--- src/rtl/fast_arc_detect_pkg.sv ---
// Shared constants and helpers for the FAST arc detector.
package fast_pkg;

    localparam int RING_N = 16;
    localparam int RUN_W  = 5;

    // Ring position p lives at bit index 15-p of the packed word.
    function automatic logic [3:0] pos_to_bit(input int p);
        return 4'(RING_N - 1 - p);
    endfunction

endpackage

--- src/rtl/fast_arc_detect_if.sv ---
// Stream interface of the arc detector: ring words in, run/corner results out.
interface fast_arc_detect_if #(
    parameter int CNT_W = 16
);
    logic              in_valid;
    logic              in_ready;
    logic [15:0]       in_bits;
    logic              frame_start;
    logic              out_valid;
    logic              out_ready;
    logic [4:0]        max_run;
    logic              is_corner;
    logic [CNT_W-1:0]  corner_count;
    logic              count_sat;

    modport slave (
        input  in_valid, in_bits, frame_start, out_ready,
        output in_ready, out_valid, max_run, is_corner, corner_count, count_sat
    );

    modport master (
        output in_valid, in_bits, frame_start, out_ready,
        input  in_ready, out_valid, max_run, is_corner, corner_count, count_sat
    );
endinterface

--- src/rtl/fast_arc_detect_ring_run_len.sv ---
// Longest circular run of 1s in a 16-position ring (combinational).
module ring_run_len
    import fast_pkg::*;
(
    input  logic [15:0]      ring,
    output logic [RUN_W-1:0] run
);

    logic [5:0] cur_s;
    logic [5:0] best_s;

    // Scan the doubled ring so a run crossing position 15 -> 0 is seen whole.
    always_comb begin
        cur_s  = 6'd0;
        best_s = 6'd0;
        for (int i = 0; i < 2 * RING_N; i++) begin
            if (ring[pos_to_bit(i % RING_N)]) begin
                cur_s = cur_s + 6'd1;
            end else begin
                cur_s = 6'd0;
            end
            best_s = (cur_s > best_s) ? cur_s : best_s;
        end
        if (ring == {RING_N{1'b1}}) begin
            run = 5'd16;
        end else begin
            run = best_s[RUN_W-1:0];
        end
    end

endmodule

--- src/rtl/fast_arc_detect.sv ---
// FAST arc detector: three-stage pipeline finding the longest circular arc of
// brighter/darker pixels, flagging corners and counting them per frame.
module fast_arc_detect
    import fast_pkg::*;
#(
    parameter int ARC_LEN = 9,
    parameter int CNT_W   = 16
) (
    input  logic             clk,
    input  logic             reset,
    fast_arc_detect_if.slave bus
);

    localparam logic [RUN_W-1:0] ARC_RUN = RUN_W'(ARC_LEN);
    localparam logic [CNT_W-1:0] CNT_ONE = CNT_W'(1'b1);
    localparam logic [CNT_W-1:0] CNT_MAX = {CNT_W{1'b1}};

    logic              adv_s;
    logic              corner_xfer_s;
    logic [RUN_W-1:0]  run_s;

    logic              s1_valid_r;
    logic [15:0]       s1_word_r;
    logic              s2_valid_r;
    logic [RUN_W-1:0]  s2_run_r;
    logic              out_valid_r;
    logic [RUN_W-1:0]  max_run_r;
    logic              is_corner_r;
    logic [CNT_W-1:0]  count_r;
    logic              sat_r;

    // The whole pipe moves together; it only freezes when a result is stuck.
    assign adv_s         = !out_valid_r || bus.out_ready;
    assign corner_xfer_s = out_valid_r && bus.out_ready && is_corner_r;

    ring_run_len u_run (
        .ring (s1_word_r),
        .run  (run_s)
    );

    // Pipeline stages S1 (word), S2 (run length), S3 (result + threshold).
    always_ff @(posedge clk) begin
        if (!reset) begin
            s1_valid_r  <= 1'b0;
            s1_word_r   <= 16'h0000;
            s2_valid_r  <= 1'b0;
            s2_run_r    <= 5'd0;
            out_valid_r <= 1'b0;
            max_run_r   <= 5'd0;
            is_corner_r <= 1'b0;
        end else if (adv_s) begin
            s1_valid_r  <= bus.in_valid;
            s1_word_r   <= bus.in_bits;
            s2_valid_r  <= s1_valid_r;
            s2_run_r    <= run_s;
            out_valid_r <= s2_valid_r;
            max_run_r   <= s2_run_r;
            is_corner_r <= (s2_run_r >= ARC_RUN);
        end else begin
            s1_valid_r  <= s1_valid_r;
            s1_word_r   <= s1_word_r;
            s2_valid_r  <= s2_valid_r;
            s2_run_r    <= s2_run_r;
            out_valid_r <= out_valid_r;
            max_run_r   <= max_run_r;
            is_corner_r <= is_corner_r;
        end
    end

    // Per-frame saturating corner counter; a corner leaving together with
    // frame_start belongs to the new frame.
    always_ff @(posedge clk) begin
        if (!reset) begin
            count_r <= {CNT_W{1'b0}};
            sat_r   <= 1'b0;
        end else if (bus.frame_start) begin
            count_r <= corner_xfer_s ? CNT_ONE : {CNT_W{1'b0}};
            sat_r   <= 1'b0;
        end else if (corner_xfer_s) begin
            if (count_r == CNT_MAX) begin
                count_r <= count_r;
                sat_r   <= 1'b1;
            end else begin
                count_r <= count_r + CNT_ONE;
                sat_r   <= sat_r;
            end
        end else begin
            count_r <= count_r;
            sat_r   <= sat_r;
        end
    end

    assign bus.in_ready     = adv_s;
    assign bus.out_valid    = out_valid_r;
    assign bus.max_run      = max_run_r;
    assign bus.is_corner    = is_corner_r;
    assign bus.corner_count = count_r;
    assign bus.count_sat    = sat_r;

endmodule
--- src/flat_wrapper.sv ---
// flat-port wrapper written by rule: the top's interface ports become plain ports
module fast_arc_detect_flat import fast_pkg::*;
#(
    parameter int ARC_LEN = 9,
    parameter int CNT_W   = 16
)
  (clk, reset, bus_in_valid, bus_in_bits, bus_frame_start, bus_out_ready, bus_in_ready, bus_out_valid, bus_max_run, bus_is_corner, bus_corner_count, bus_count_sat);
  fast_arc_detect_if #(.CNT_W(CNT_W)) bus_i ();
  input  logic clk;
  input  logic reset;
  input wire logic [$bits(bus_i.in_valid)-1:0] bus_in_valid;
  input wire logic [$bits(bus_i.in_bits)-1:0] bus_in_bits;
  input wire logic [$bits(bus_i.frame_start)-1:0] bus_frame_start;
  input wire logic [$bits(bus_i.out_ready)-1:0] bus_out_ready;
  output wire logic [$bits(bus_i.in_ready)-1:0] bus_in_ready;
  output wire logic [$bits(bus_i.out_valid)-1:0] bus_out_valid;
  output wire logic [$bits(bus_i.max_run)-1:0] bus_max_run;
  output wire logic [$bits(bus_i.is_corner)-1:0] bus_is_corner;
  output wire logic [$bits(bus_i.corner_count)-1:0] bus_corner_count;
  output wire logic [$bits(bus_i.count_sat)-1:0] bus_count_sat;
  assign bus_i.in_valid = bus_in_valid;
  assign bus_i.in_bits = bus_in_bits;
  assign bus_i.frame_start = bus_frame_start;
  assign bus_i.out_ready = bus_out_ready;
  assign bus_in_ready = bus_i.in_ready;
  assign bus_out_valid = bus_i.out_valid;
  assign bus_max_run = bus_i.max_run;
  assign bus_is_corner = bus_i.is_corner;
  assign bus_corner_count = bus_i.corner_count;
  assign bus_count_sat = bus_i.count_sat;
  fast_arc_detect #(.ARC_LEN(ARC_LEN), .CNT_W(CNT_W)) u_core (.clk(clk), .reset(reset), .bus(bus_i));
endmodule
--- config.mk ---
export PLATFORM = sky130hd
export DESIGN_NAME = fast_arc_detect_flat
export DESIGN_NICKNAME = d
export VERILOG_FILES = /design/src/rtl/fast_arc_detect_pkg.sv /design/src/rtl/fast_arc_detect_if.sv /design/src/rtl/fast_arc_detect_ring_run_len.sv /design/src/rtl/fast_arc_detect.sv /design/src/flat_wrapper.sv
export SDC_FILE = /design/constraint.sdc
export NUM_CORES = 1
export LEC_CHECK = 0
export ABC_AREA = 0
export BUFFER_PORTS_ARGS = -buffer_cell sky130_fd_sc_hd__buf_2
export CAP_MARGIN = 10
export CELL_PAD_IN_SITES_DETAIL_PLACEMENT = 0
export CELL_PAD_IN_SITES_GLOBAL_PLACEMENT = 1
export CORE_MARGIN = 3
export CORE_UTILIZATION = 43
export DETAILED_ROUTE_END_ITERATION = 12
export PLACE_DENSITY = 0.89
export SLEW_MARGIN = 20
export SYNTH_ARGS = -nofsm -noshare
export SYNTH_HDL_FRONTEND = slang
export SYNTH_SLANG_ARGS = --single-unit
export TNS_END_PERCENT = 1
--- constraint.sdc ---
create_clock -name clk -period 43.8 [get_ports clk]
set_clock_uncertainty 0.15 [all_clocks]
set_input_delay 4.38 -clock clk [delete_from_list [all_inputs] [get_ports clk]]
set_output_delay 4.38 -clock clk [all_outputs]
set_load 0.1 [all_outputs]
==> metrics.md <==
| Metric | Value |
|---|---|
| Status | complete, no violations |
| Starting Density | 0.438 |
| DR pass1 iterations | 7 |
| Setup-failing EPs final | 0 |
| FILL cells | 2,810 |
| Total grt overflow | 0 |
| Max Root-Sink Buffers | 2 |
| Endpoint class of the critical path | register |
| Via Count | 15,700 |
| Synth top area share | 0.102 |
| Slowest stage cell on the critical path | or4b_4 |
| Layout cell share with drive strength beyond 1 | 0.289 |
| Layout Area Growth over Synthesis | 26.7% |
| Avg Vias per Cell | 6.25 |
| GRT Total Usage | 0.249 |
| Die height | 183 um |
| Pins Over Slew Limit | 0 |
| Largest net degree at the start of global routing | 34 |
| Tightest Hold Check Type | register to register |
| DIE AREA | 0.0334 mm2 |
| CTS tree | done |
| Worst R2R Setup Slack | 0.84 ns |
| Vias in the first global route | 14,400 |
| Gpl congestion | 0.987 |
| Cell area after synthesis | 0.0134 mm2 |
| Post-synth EDFFs | 0 |
| F_max | 0.0233 GHz |
| CP arrival | 43.03 ns |
| Most used DFF post-synth | dfxtp_1 |
| Worst Hold Depth | 2 |
| Cell repeated most along the worst path | ha_4 |
| Synth area leader | ha_1 |
| CTS root buffer | clkbuf_16 |
| Fin. Hold Viols | 0 |
| DP Wirelength | 33,800 um |
| Sum of negative setup slack | 0 ns |
| Ports | 46 |
| Max incr delay on CP | 0.59 ns |
| Initial antenna violation count | 1 |
| Hold Buf Count CTS | 0 |
| WS Path Type | register to register |
| CTS Buf Count | 5 |
| Slew HR | 0.397 |
| Nets | 2,245 |
| Clock Pin Slew Worst Setup and Hold Paths | 0.09 ns |
| Synth top area cells | ha_1, nand2_1, dfxtp_1, mux2i_1, nor2_1 |
| H-tree lvl count | 2 |
| Worst Path Max Fanout | 7 |
| Avg Synthesized Cell Area | 6.91 um2 |
| Port Buffers | 45 |
| Critical Path RT | 43.87 ns |
| Num Clock Sinks | 47 |
| ANT cells | 0 |
| Register bit total from synthesis | 47 |
| Residual DRC count | 0 |
| Worst-Margin Slew | 0.903 ns |
| Rows | 64 |
| Cells after synthesis | 1,943 |
| Initial drt markers | 1,248 |
| Commonest non-fill, non-tap cells in the layout | nand2_1, buf_4, nor2_1 |
| Worst Setup Start Kind | register |
| Detailed-route wire length per cell | 18.9 um |
| Reported max-cap violation count | 0 |
| Fin area | 0.0170 mm2 |
| Final min period | 42.96 ns |
| Final instance count without filler cells | 2,512 |
| Synth cell types | 142 |
| First-pass GRT wire length | 70,600 um |
| Yosys warnings | 0 |
| Worst-Skew Late Latency | 0.32 ns |
| Final Cycle Share | 0.981 |
| Fraction of registers with async set/reset | 0 |
| DP Cell Count | 2,397 |
| Placed cell area | 0.0144 mm2 |
| Final WL | 47,400 um |
| Final core occ | 0.555 |
| Die X | 183 um |
| Seq/Total Area, Yosys | 0.0700 |
| Commonest non-fill, non-tap cell in the layout | nand2_1 |
| R2R cell count | 229 |
| Routed Antenna Nets | 0 |
| Core ar. | 0.0307 mm2 |
## synthesized netlist by cell type, drive strengths merged (35+ instances only)
cell type  number
o21ai         115
nor2          179
xnor2          68
and2           58
buf            47
ha            109
inv           104
a21oi         129
nand2         301
mux2i          76
nor3           50
a21boi         35
dfxtp          47
nand3          65
## sequential cells by signal (all words and copies together) (netlist names)
signal and cells:
u_core.bus.is_corner 1, u_core.s2_valid_r 1, u_core.bus.count_sat 1, u_core.bus.out_valid 1
u_core.s2_run_r 5, u_core.s1_valid_r 1, u_core.bus.corner_count 16, u_core.s1_word_r 16
u_core.bus.max_run 5
## worst paths after layout
| check | from | endpoint |
|---|---|---|
| setup / recovery | u_core.s1_word_r[15] | u_core.s2_run_r[0] |
| hold / removal | u_core.bus.max_run[4] | u_core.bus.max_run[4] |
| setup reg to reg | u_core.s1_word_r[15] | u_core.s2_run_r[0] |
| hold reg to reg | u_core.bus.max_run[4] | u_core.bus.max_run[4] |
## layout make-up
| class | count | area [um2] | share of cell area |
|---|---|---|---|
| Multi-Input combinational cell | 1721 | 13300 | 0.780 |
| Timing Repair Buffer | 234 | 1700 | 0.0999 |
| Sequential cell | 47 | 948 | 0.0557 |
| Tap cell | 396 | 495 | 0.0291 |
| Inverter | 106 | 402 | 0.0236 |
| Clock buffer | 5 | 125 | 0.00735 |
| Clock inverter | 3 | 71.3 | 0.00419 |
## worst max-delay path, delay by kind of cell, from the launching register on
kind | cells | cell delay [ns]
adder cells (fa/ha/maj) | 33 | 9.12
AO/OA/AOI/OAI | 94 | 16.57
AND/OR/NAND/NOR | 69 | 10.72
buffers and inverters | 19 | 2.13
flip-flops | 1 | 0.39
multiplexers | 14 | 3.80
## cells by family (layout without fill, tap and decap cells)
| kind of cell | after synthesis | in the layout | share of synthesized area |
|---|---|---|---|
| mux | 110 | 110 | 0.0891 |
| flops | 47 | 47 | 0.0700 |
| buf+inv | 180 | 348 | 0.0660 |
| xor+xnor | 90 | 90 | 0.0587 |
| other cells | 2 | 7 | 0.000559 |
| fa+ha+maj | 114 | 114 | 0.105 |
| simple gates | 841 | 841 | 0.311 |
| compound gates | 559 | 559 | 0.299 |
## per-stage QoR
stage	hold slack [ns]	setup slack, ns
2_1_floorplan	0.291	0.0264
3_3_place_gp	0.298	-1.27
3_5_place_dp	0.306	-2.13
4_1_cts	0.317	0.0118
5_1_grt	0.341	-0.710
6_report	0.315	0.839
## metal layers
metal	share of wire	GRT usage
met1	0.42	0.330
met2	0.49	0.428
met3	0.057	0.0175
met4	0.032	0.0835
met5	0	0
## what timing repair did
action	4_1_cts	5_1_grt
endpoints found under the setup margin	5	5
setup buffers	34	73
resized for setup	74	275
pin swaps	47	175
Power is not shown: default switching activity piles up to over one toggle a cycle in this logic, so the estimate is an artifact.
